### src/rtl/sincos_pwl_pipe.sv
// Pipelined sine/cosine: quadrant reduction, piecewise-linear C1*x+C0 from external
// synchronous ROMs, clamp/saturate, quadrant reconstruction. Single-enable valid/ready.
module sincos_pwl_pipe #(
  parameter int IN_W     = 16,
  parameter int SEG_BITS = 7,
  parameter int OUT_W    = 16,
  parameter int C1_W     = 12,
  parameter int C0_W     = 19,
  parameter int TAG_W    = 4
) (
  input  logic                    clk,
  input  logic                    rst_n,
  input  logic                    in_valid,
  output logic                    in_ready,
  input  logic [IN_W-1:0]         in_phase,
  input  logic [TAG_W-1:0]        in_tag,
  output logic [SEG_BITS-1:0]     sin_addr,
  output logic [SEG_BITS-1:0]     cos_addr,
  input  logic [C1_W+C0_W-1:0]    sin_coef,
  input  logic [C1_W+C0_W-1:0]    cos_coef,
  output logic                    out_valid,
  input  logic                    out_ready,
  output logic signed [OUT_W-1:0] out_cos,
  output logic signed [OUT_W-1:0] out_sin,
  output logic [TAG_W-1:0]        out_tag
);

  localparam int XW = IN_W - 2;
  localparam int F  = XW - SEG_BITS;
  localparam int CW = C1_W + C0_W;
  localparam int PW = C1_W + F + 1;
  localparam int SW = C0_W + 2;
  localparam int SH = C0_W - OUT_W + 1;
  localparam logic signed [OUT_W-1:0] Y_MAX = {1'b0, {(OUT_W-1){1'b1}}};

  // Offset plus scaled slope term; negative sums clamp to zero, overshoot saturates.
  function automatic logic signed [OUT_W-1:0] pwl_sat(input logic signed [PW-1:0] p,
                                                      input logic [C0_W-1:0] c0);
    logic signed [PW-1:0] t;
    logic signed [SW-1:0] s;
    logic [SW-1:0]        q;
    t = p >>> F;
    s = $signed({2'b00, c0}) + SW'(t);
    q = $unsigned(s) >> SH;
    if (s[SW-1])
      pwl_sat = '0;
    else if (q > SW'(Y_MAX))
      pwl_sat = Y_MAX;
    else
      pwl_sat = q[OUT_W-1:0];
  endfunction

  logic en;
  assign en       = ~out_valid | out_ready;
  assign in_ready = en;

  logic [XW-1:0] xa, xb;
  assign xa = in_phase[XW-1:0];
  assign xb = {XW{1'b1}} - xa;

  // Stage A: range reduction and ROM addressing
  logic             vld_p0;
  logic [1:0]       quad_p0;
  logic [F-1:0]     fa_p0, fb_p0;
  logic [TAG_W-1:0] tag_p0;

  always_ff @(posedge clk or negedge rst_n) begin
    if (!rst_n) begin
      vld_p0   <= 1'b0;
      quad_p0  <= '0;
      fa_p0    <= '0;
      fb_p0    <= '0;
      tag_p0   <= '0;
      sin_addr <= '0;
      cos_addr <= '0;
    end else if (en) begin
      vld_p0   <= in_valid;
      quad_p0  <= in_phase[IN_W-1:IN_W-2];
      fa_p0    <= xa[F-1:0];
      fb_p0    <= xb[F-1:0];
      tag_p0   <= in_tag;
      sin_addr <= xa[XW-1:F];
      cos_addr <= xb[XW-1:F];
    end
  end

  // Stage B: coefficient capture
  logic                   vld_p1;
  logic [1:0]             quad_p1;
  logic [F-1:0]           fa_p1, fb_p1;
  logic [TAG_W-1:0]       tag_p1;
  logic signed [C1_W-1:0] c1s_p1, c1c_p1;
  logic [C0_W-1:0]        c0s_p1, c0c_p1;

  always_ff @(posedge clk or negedge rst_n) begin
    if (!rst_n) begin
      vld_p1  <= 1'b0;
      quad_p1 <= '0;
      fa_p1   <= '0;
      fb_p1   <= '0;
      tag_p1  <= '0;
      c1s_p1  <= '0;
      c1c_p1  <= '0;
      c0s_p1  <= '0;
      c0c_p1  <= '0;
    end else if (en) begin
      vld_p1  <= vld_p0;
      quad_p1 <= quad_p0;
      fa_p1   <= fa_p0;
      fb_p1   <= fb_p0;
      tag_p1  <= tag_p0;
      c1s_p1  <= $signed(sin_coef[CW-1:C0_W]);
      c1c_p1  <= $signed(cos_coef[CW-1:C0_W]);
      c0s_p1  <= sin_coef[C0_W-1:0];
      c0c_p1  <= cos_coef[C0_W-1:0];
    end
  end

  // Stage C: slope products, signed C1 by unsigned fraction
  logic signed [PW-1:0] pa_c, pb_c;
  assign pa_c = PW'(c1s_p1) * $signed(PW'({1'b0, fa_p1}));
  assign pb_c = PW'(c1c_p1) * $signed(PW'({1'b0, fb_p1}));

  logic                 vld_p2;
  logic [1:0]           quad_p2;
  logic [TAG_W-1:0]     tag_p2;
  logic signed [PW-1:0] pa_p2, pb_p2;
  logic [C0_W-1:0]      c0s_p2, c0c_p2;

  always_ff @(posedge clk or negedge rst_n) begin
    if (!rst_n) begin
      vld_p2  <= 1'b0;
      quad_p2 <= '0;
      tag_p2  <= '0;
      pa_p2   <= '0;
      pb_p2   <= '0;
      c0s_p2  <= '0;
      c0c_p2  <= '0;
    end else if (en) begin
      vld_p2  <= vld_p1;
      quad_p2 <= quad_p1;
      tag_p2  <= tag_p1;
      pa_p2   <= pa_c;
      pb_p2   <= pb_c;
      c0s_p2  <= c0s_p1;
      c0c_p2  <= c0c_p1;
    end
  end

  // Stage D: offset add, clamp and saturate
  logic                    vld_p3;
  logic [1:0]              quad_p3;
  logic [TAG_W-1:0]        tag_p3;
  logic signed [OUT_W-1:0] ya_p3, yb_p3;

  always_ff @(posedge clk or negedge rst_n) begin
    if (!rst_n) begin
      vld_p3  <= 1'b0;
      quad_p3 <= '0;
      tag_p3  <= '0;
      ya_p3   <= '0;
      yb_p3   <= '0;
    end else if (en) begin
      vld_p3  <= vld_p2;
      quad_p3 <= quad_p2;
      tag_p3  <= tag_p2;
      ya_p3   <= pwl_sat(pa_p2, c0s_p2);
      yb_p3   <= pwl_sat(pb_p2, c0c_p2);
    end
  end

  // Stage E: quadrant reconstruction; negation cannot overflow since y <= Y_MAX
  logic signed [OUT_W-1:0] cos_c, sin_c;

  always_comb begin
    cos_c = yb_p3;
    sin_c = ya_p3;
    case (quad_p3)
      2'd1: begin cos_c = -ya_p3; sin_c =  yb_p3; end
      2'd2: begin cos_c = -yb_p3; sin_c = -ya_p3; end
      2'd3: begin cos_c =  ya_p3; sin_c = -yb_p3; end
      default: ;
    endcase
  end

  always_ff @(posedge clk or negedge rst_n) begin
    if (!rst_n) begin
      out_valid <= 1'b0;
      out_cos   <= '0;
      out_sin   <= '0;
      out_tag   <= '0;
    end else if (en) begin
      out_valid <= vld_p3;
      out_cos   <= cos_c;
      out_sin   <= sin_c;
      out_tag   <= tag_p3;
    end
  end

endmodule
### config.mk
export PLATFORM = sky130hd
export DESIGN_NAME = sincos_pwl_pipe
export DESIGN_NICKNAME = d
export VERILOG_FILES = /design/src/rtl/sincos_pwl_pipe.sv
export SDC_FILE = /design/constraint.sdc
export NUM_CORES = 1
export LEC_CHECK = 0
export CORE_MARGIN = 10
export CORE_UTILIZATION = 45
export CTS_CLUSTER_SIZE = 24
export DETAILED_ROUTE_END_ITERATION = 16
export SLEW_MARGIN = 10
export SYNTH_ARGS = -nofsm -noshare
export SYNTH_HDL_FRONTEND = slang
export SYNTH_SLANG_ARGS = --single-unit
export TNS_END_PERCENT = 5
### constraint.sdc
create_clock -name clk -period 5.6 [get_ports clk]
set_clock_uncertainty 0.15 [all_clocks]
set_input_delay 1.68 -clock clk [delete_from_list [all_inputs] [get_ports clk]]
set_output_delay 1.68 -clock clk [all_outputs]
set_load 0.02 [all_outputs]
# --- Yosys cells after proc, flatten, opt, wreduce, memory -nomap -nowiden ---
# Index checks and enable logic that the tools add are counted.
classes:
  muxes: 6
  bitwise: 2
  n_mul: 2
  n_addsub: 5
  order_cmp: 2
  eq_ne: 3
ops:
  columns: ["cell", "n"]
  rows:
  - ["16-bit case mux with 3 select lines", 2]
  - ["16-bit two-way mux", 4]
  - ["20-bit by 13-bit adder with 21-bit output", 2]
  - ["12-bit by 8-bit multiplier with 20-bit output", 2]
  - ["17-bit by 15-bit greater-than comparator with 1-bit output, second input constant", 2]
  - ["16-bit negation", 2]
  - ["14-bit subtractor, first input constant", 1]
  - ["2-bit equality test, second input constant", 2]
  - ["2-bit by 1-bit equality test with 1-bit output, second input constant", 1]
  - ["1-bit NOT", 1]
  - ["1-bit OR", 1]
word_totals:
  out_inout_bits: 52
  word_cells: 52
  inputBits: 86
  ff_bits: 279

# --- Logic depth before layout (Yosys ltp) ---
# Gate-level depths: netlist (run 1).
logic_depth:
  word_depth: 4
  depth_mapped: 19
  mapped_depth_nobuf: 18

# --- Least setup slack after synthesis (run 1) ---
# OpenSTA, ideal clock, no wires.
synth_timing:
  path_kind: "register to register"
  startpoint: "register fb_p1[4]"
  endpoint: "register pb_p2[19]"
  t_required_ns: 5.324
  synth_period_minus_slack_ns: 5.000
  path_slack_ns: 0.600
  arrival_time_ns: 4.724
  path_stages_with_launch: 18
  setup_time_ns: 0.126
  n_path_buf: 1
  cell_sequence: "dfrtp_1 > clkbuf_1 > nand2_1 > fa_1 > fa_1 > inv_1 > fa_1 > inv_1 > fa_1 > inv_1 > ha_1 > or4_1 > o2111ai_1 > a21oi_1 > o2111a_1 > nor3_1 > a211oi_1 > a221o_1"
synth_via:
  elab_chain_len: 1
synth_rtl:
  columns: ["item", "line_no", "text"]
  rows:
  - ["from (decl)", "90", "logic [F-1:0] fa_p1, fb_p1;"]
  - ["from (signal assigned)", "110", "fb_p1 <= fb_p0;"]
  - ["12-bit by 8-bit multiplier with 20-bit output", "122", "assign pb_c = PW'(c1c_p1) * $signed(PW'({1'b0, fb_p1}));"]
  - ["to (signal assigned)", "144", "pb_p2 <= pb_c;"]
  - ["to (decl)", "127", "logic signed [PW-1:0] pa_p2, pb_p2;"]
# No other way between the ends.
# A chain may end at the register's enable or synchronous reset.

# --- Final worst setup path (run 1) ---
layout_timing:
  startpoint: "register fb_p1[2]"
  endpoint: "register pb_p2[19]"
# Same word-level chain as after synthesis.

==> metrics.txt, run 1 <==
status=completed; Total GRT Usage=16.8%; Pre-antenna DRT Iters=5; clock sink count=265; first-pass GRT wire length=71.4 mm; CTS buffer count=31; Fillers=between 3k and 4k; hold_ws=just over 300 ps; footprint of the multi-input gates=roughly 0.011 sq mm; RePlAce Congestion=0.852; Syn Inst Count=2108; crit path time final=5240 ps; Synth Net Count=2440; Slew @ Worst Pin=1080 ps; Achievable Freq=~0.19 GHz; sequential cell area fraction in the yosys report=35.9%; Setup Buffers After CTS=0; clk_lat worst skew=590 ps; area of the core=0.0407 sq mm; Vias/cell=5.01; Fin. Hold Viols=0; number of global-route vias before repair=14.1k; Initial Utilization=approximately 45%; clk root buf=clkbuf_16; H-Tree Level Count=1; die width=223 microns; Post-synth EDFFs=0; # setup viols final=0; Iter 0 DRT Violations=779; Cell Rows=74; Mapped Area=about 0.018 sq mm; CTS tree=built; initial antenna violation count=1; aggregate global routing overflow=0; area growth from synthesis to layout=15.5%; FF+latch area=0.00663 sq mm; clk buf depth=3; post-DP HPWL=30.9 mm; detailed-route DRC error count=0; max-cap violation count=0; Clock transition at path regs=60 ps; RSZ-0062 raised after global routing=false; Critical Path Fanout Max=13; DR WL/cell=15.1 microns; Rel. slew slack=26.0%; DR vias=about 14k; Yosys warning count=0; die area=0.0496 sq mm; Setup TNS=0 ps; Syn Area/Cell=approximately 9 sq um; Worst setup SP type=flip-flop; Crit Path Category=flip-flop to flip-flop; Synth async-reset ratio=100%; largest net degree at the start of global routing=174; die height=223 microns; flops & latches, synth=265; worst hold path type=flip-flop to flip-flop; Synth cell types=65; Antenna Nets Post-Route=0; Final Slew Violations=0; final wirelength=~42 mm; cts hold-fix bufs=0; IO Count=138; layout net count=2524; period utilisation layout=~94%; Primary FF master, synth=dfrtp_1; share of layout cells above drive strength 1=4.11%; critical path endpoint category=flip-flop; worst path required time=about 5900 ps; Port Buffers=roughly 140; arrival time worst endpoint=~5600 ps
-- cells in the final DEF, fill, tap and decap left out, drive strengths merged, types with 43 or more instances in the layout --
cell           instances
inv                  205
o21ai                 97
xnor2                 43
nor2                  85
clkdlybuf4s50        136
ha                   116
a21oi                 68
and2                 114
fa                   130
dfrtp                265
nand2                614
-- critical path, cell delays in order, from the launching register on --
cell,delay [ps]
dfrtp_1,530
and2_1,220
fa_1,390
fa_1,540
inv_1,50
fa_1,470
inv_1,50
fa_1,470
ha_1,240
or4_1,540
o2111ai_1,260
a21oi_1,140
o2111a_1,300
nor3_1,360
a211oi_1,130
a221o_1,270
-- stage by stage --
step / area, sq um / std cells / utilization (%) / setup WS (ps)
after floorplan: 18500 / 2108 / - / 600
after global placement: 20300 / 2691 / 49.8 / 353
after detailed placement: 20300 / 2691 / 49.8 / 275
after CTS: 21300 / 2746 / 52.4 / 249
after global routing: 21300 / 2746 / 52.4 / 23.7
final: 21300 / 2747 / 52.4 / 363
-- synthesized netlist by cell type (3+ instances only) --
| cell | n | area (sq um) |
|---|---|---|
| a211oi_1 | 12 | 90.1 |
| and3_1 | 7 | 43.8 |
| o211ai_1 | 11 | 82.6 |
| a21o_1 | 20 | 150 |
| a31oi_1 | 10 | 62.6 |
| a31o_2 | 3 | 26.3 |
| clkbuf_1 | 85 | 319 |
| o21ai_1 | 3 | 15.0 |
| nor2b_1 | 6 | 37.5 |
| or2_2 | 6 | 37.5 |
| nand2b_1 | 10 | 62.6 |
| nor3b_1 | 3 | 22.5 |
| o21bai_1 | 3 | 22.5 |
| inv_1 | 203 | 762 |
| nand2_1 | 614 | 2300 |
| dfrtp_1 | 265 | 6630 |
| o2111ai_1 | 4 | 35.0 |
| o31ai_1 | 8 | 60.1 |
| nand4_1 | 4 | 25.0 |
| nor2_1 | 85 | 319 |
| mux2i_1 | 10 | 100 |
| fa_1 | 130 | 2600 |
| or3_1 | 9 | 56.3 |
| nor3_1 | 16 | 80.1 |
| o21a_1 | 18 | 135 |
| xnor2_1 | 43 | 377 |
| and2_1 | 114 | 713 |
| a21oi_1 | 68 | 340 |
| xor2_1 | 33 | 289 |
| ha_1 | 116 | 1450 |
| a22oi_1 | 3 | 22.5 |
| buf_1 | 7 | 26.3 |
| nand3_1 | 24 | 120 |
| o21ai_0 | 94 | 470 |
| a221o_1 | 22 | 220 |
-- state kept, by name, summed over array words and instances, names as in the netlist, 12 cells and up --
| register | flops |
|---|---|
| c0c_p1 | 19 |
| c0c_p2 | 19 |
| c0s_p1 | 19 |
| c0s_p2 | 19 |
| out_cos | 16 |
| out_sin | 16 |
| ya_p3 | 16 |
| yb_p3 | 16 |
| pa_p2 | 13 |
| pb_p2 | 13 |
| c1c_p1 | 12 |
| c1s_p1 | 12 |
-- path summary, 6_finish.rpt --
kind / start / endpoint / slack (ps) / depth (start not counted)
worst min-delay path: c0c_p1[7]$_DFFE_PN0P_ / c0c_p2[7]$_DFFE_PN0P_ / 310 / 2
max in group asynchronous: rst_n / fb_p1[3]$_DFFE_PN0P_ / 3260 / 2
worst max-delay path: fb_p1[2]$_DFFE_PN0P_ / pb_p2[19]$_DFFE_PN0P_ / 360 / 15
worst max register to register: fb_p1[2]$_DFFE_PN0P_ / pb_p2[19]$_DFFE_PN0P_ / 360 / 15
min in group asynchronous: rst_n / c0s_p1[10]$_DFFE_PN0P_ / 1020 / 1
worst min register to register: c0c_p1[7]$_DFFE_PN0P_ / c0c_p2[7]$_DFFE_PN0P_ / 310 / 2
-- kinds of logic after synthesis --
| group | Yosys count | synth area share (%) |
|---|---|---|
| AO/OA/AOI/OAI | 297 | 10.3 |
| multiplexers | 12 | 0.663 |
| adder cells (fa/ha/maj) | 246 | 21.9 |
| flip-flops | 265 | 35.9 |
| buffers and inverters | 299 | 6.13 |
| XOR/XNOR | 76 | 3.60 |
| AND/OR/NAND/NOR | 913 | 21.5 |
-- cell type report --
type                            count  area share, %
Timing Repair Buffer              147           6.98
Multi-Input combinational cell   1544           50.3
Tap cell                          532           3.12
Inverter                          203           3.59
Clock buffer                       42           4.16
Antenna cell                        1         0.0117
Sequential cell                   265           31.1
Clock inverter                     13          0.803
-- layer usage --
layer / vias to the layer above / GRT usage (%) / wire length, microns
li1: 6925 / - / -
met1: 6592 / 22.6 / 20000
met2: 196 / 27.4 / 18900
met3: 44 / 3.73 / 2000
met4: 2 / 3.07 / 648
met5: - / 0 / 7
-- timing repair --
action / 4_1_cts / 5_1_grt
hold endpoints to repair: 0 / 0
gates resized for setup: 0 / 2
endpoints found under the setup margin: 0 / 2
Power of run 1 is not shown: default switching activity piles up to over one toggle a cycle in this logic, so the estimate is an artifact.
==> inputs of run 2 (changes only) <==
- CTS_CLUSTER_SIZE: 24 -> default
- GPL_ROUTABILITY_DRIVEN: default -> 0
==> metrics.txt, run 2 (synthesized netlist as in run 1, its figures left out) <==
DR WL/cell=15.0 microns (was 15.1 microns); detailed-route DRC error count=0 (unchanged); critical path endpoint category=flip-flop (unchanged); CTS tree=built (unchanged); hold path start=c0c_p1[5]$_DFFE_PN0P_ (was c0c_p1[7]$_DFFE_PN0P_); initial antenna violation count=2 (was 1); Fin. Hold Viols=0 (unchanged); Reg2Reg Setup Slack=370 ps (was 360 ps); first-pass GRT wire length=70.9 mm (was 71.4 mm); Setup Buffers After CTS=0 (unchanged); Clock transition at path regs=60 ps (about the same); Vias/cell=5.03 (was 5.01); Cell Rows=74 (unchanged); Pre-antenna DRT Iters=5 (unchanged); RSZ-0062 raised after global routing=false (unchanged); Setup TNS=0 ps (unchanged); die area=0.0496 sq mm (unchanged); Total GRT Usage=16.7% (was 16.8%); CTS buffer count=31 (unchanged); worst path required time=5900 ps (was 5910 ps); Iter 0 DRT Violations=649 (was 779); Rel. slew slack=31.0% (was 26.0%); post-DP HPWL=31.0 mm (was 30.9 mm); clk root buf=clkbuf_16 (unchanged); Worst setup SP type=flip-flop (unchanged); clk buf depth=3 (unchanged); die height=223 microns (unchanged); share of layout cells above drive strength 1=4.24% (was 4.11%); r2r endpoint=pb_p2[19]$_DFFE_PN0P_ (unchanged); Port Buffers=137 (unchanged); Slew @ Worst Pin=1010 ps (was 1080 ps); Initial Utilization=45.4% (unchanged); aggregate global routing overflow=0 (unchanged); R2R Path Start=fb_p1[3]$_DFFE_PN0P_ (was fb_p1[2]$_DFFE_PN0P_); post-cts sizing count=0 (unchanged); final wirelength=41.4 mm (was 41.6 mm); cts hold-fix bufs=0 (unchanged); status=completed (unchanged); Hold Path Depth=2 (unchanged); Worst R2R Path Depth=15 (unchanged); hold_ws=302 ps (was 309 ps); layout net count=2525 (was 2524); H-Tree Level Count=1 (unchanged); worst hold path type=flip-flop to flip-flop (unchanged); # diodes=0 (was 1); largest net degree at the start of global routing=172 (was 174); Final Slew Violations=0 (unchanged); max-cap violation count=0 (unchanged); most frequent cells in the layout=nand2_1 (614), dfrtp_1 (264), inv_1 (202), clkdlybuf4s50_1 (136), fa_1 (130) (was nand2_1 (614), dfrtp_1 (263), inv_1 (202), clkdlybuf4s50_1 (136), fa_1 (130)); Antenna Nets Post-Route=0 (unchanged); Worst Hold Path EP=c0c_p2[5]$_DFFE_PN0P_ (was c0c_p2[7]$_DFFE_PN0P_); # setup viols final=0 (unchanged); Achievable Freq=0.191 GHz (about the same); clk_lat worst skew=580 ps (was 590 ps); die width=223 microns (unchanged); clock sink count=265 (unchanged); period utilisation layout=93.4% (was 93.5%); Critical Path Fanout Max=13 (unchanged); arrival time worst endpoint=5530 ps (was 5550 ps); DR vias=13.8k (about the same); commonest non-fill, non-tap cell in the layout=nand2_1 (unchanged); area growth from synthesis to layout=15.5% (about the same); number of global-route vias before repair=14.2k (was 14.1k); crit path time final=5230 ps (was 5240 ps); IO Count=138 (unchanged); Crit Path Category=flip-flop to flip-flop (unchanged); Crit. Startpoint=fb_p1[3]$_DFFE_PN0P_ (was fb_p1[2]$_DFFE_PN0P_); area of the core=0.0407 sq mm (unchanged)
-- run 2: critical path: stages (launching register included) --
cell       delay [ps]
dfrtp_1           510
and2_1            220
fa_1              420
fa_1              540
inv_1              50
fa_1              470
inv_1              50
fa_1              480
ha_1              230
or4_1             540
o2111ai_1         270
a21oi_1           140
o2111a_1          300
nor3_1            340
a211oi_1          130
a221o_1           270
-- run 2: worst max-delay path by stage --
stage               cells after the start                     to  slack (ps)
floorplan                              17  pb_p2[19]$_DFFE_PN0P_         600
global placement                       15  pb_p2[19]$_DFFE_PN0P_         370
detailed placement                     15  pb_p2[19]$_DFFE_PN0P_         330
CTS                                    15  pb_p2[19]$_DFFE_PN0P_         310
global route                           16  pb_p2[19]$_DFFE_PN0P_          20
finish                                 15  pb_p2[19]$_DFFE_PN0P_         370
-- run 2: area by class of cell --
| type | count | area (sq um) |
|---|---|---|
| clock buffers | 42 | 887 |
| flip-flops and latches | 265 | 6630 |
| clock inverters | 16 | 188 |
| repair buffers | 148 | 1480 |
| inverters | 203 | 767 |
| well taps | 532 | 666 |
| fillers | 3868 | 19400 |
| multi-input cells | 1544 | 10700 |
-- run 2: per-stage QoR --
| stage | utilization, % | instance area, sq um | setup WS (ps) | instances |
|---|---|---|---|---|
| 3_3_place_gp | 49.8 | 20300 | 370 | 2692 |
| 3_5_place_dp | 49.8 | 20300 | 328 | 2692 |
| 5_1_grt | 52.4 | 21400 | 17.3 | 2750 |
| 4_1_cts | 52.4 | 21300 | 312 | 2750 |
| 6_report | 52.4 | 21400 | 371 | 2750 |
| 2_1_floorplan | - | 18500 | 600 | 2108 |
-- run 2: per-layer routing --
layer | global-route usage, % | vias up | wire (microns)
li1 | - | 6920 | -
met1 | 21.8 | 6643 | 19200
met2 | 28.0 | 215 | 19300
met3 | 3.69 | 49 | 2080
met4 | 3.27 | 4 | 719
met5 | 0 | - | 29
Power of run 2 is left out for the same reason.
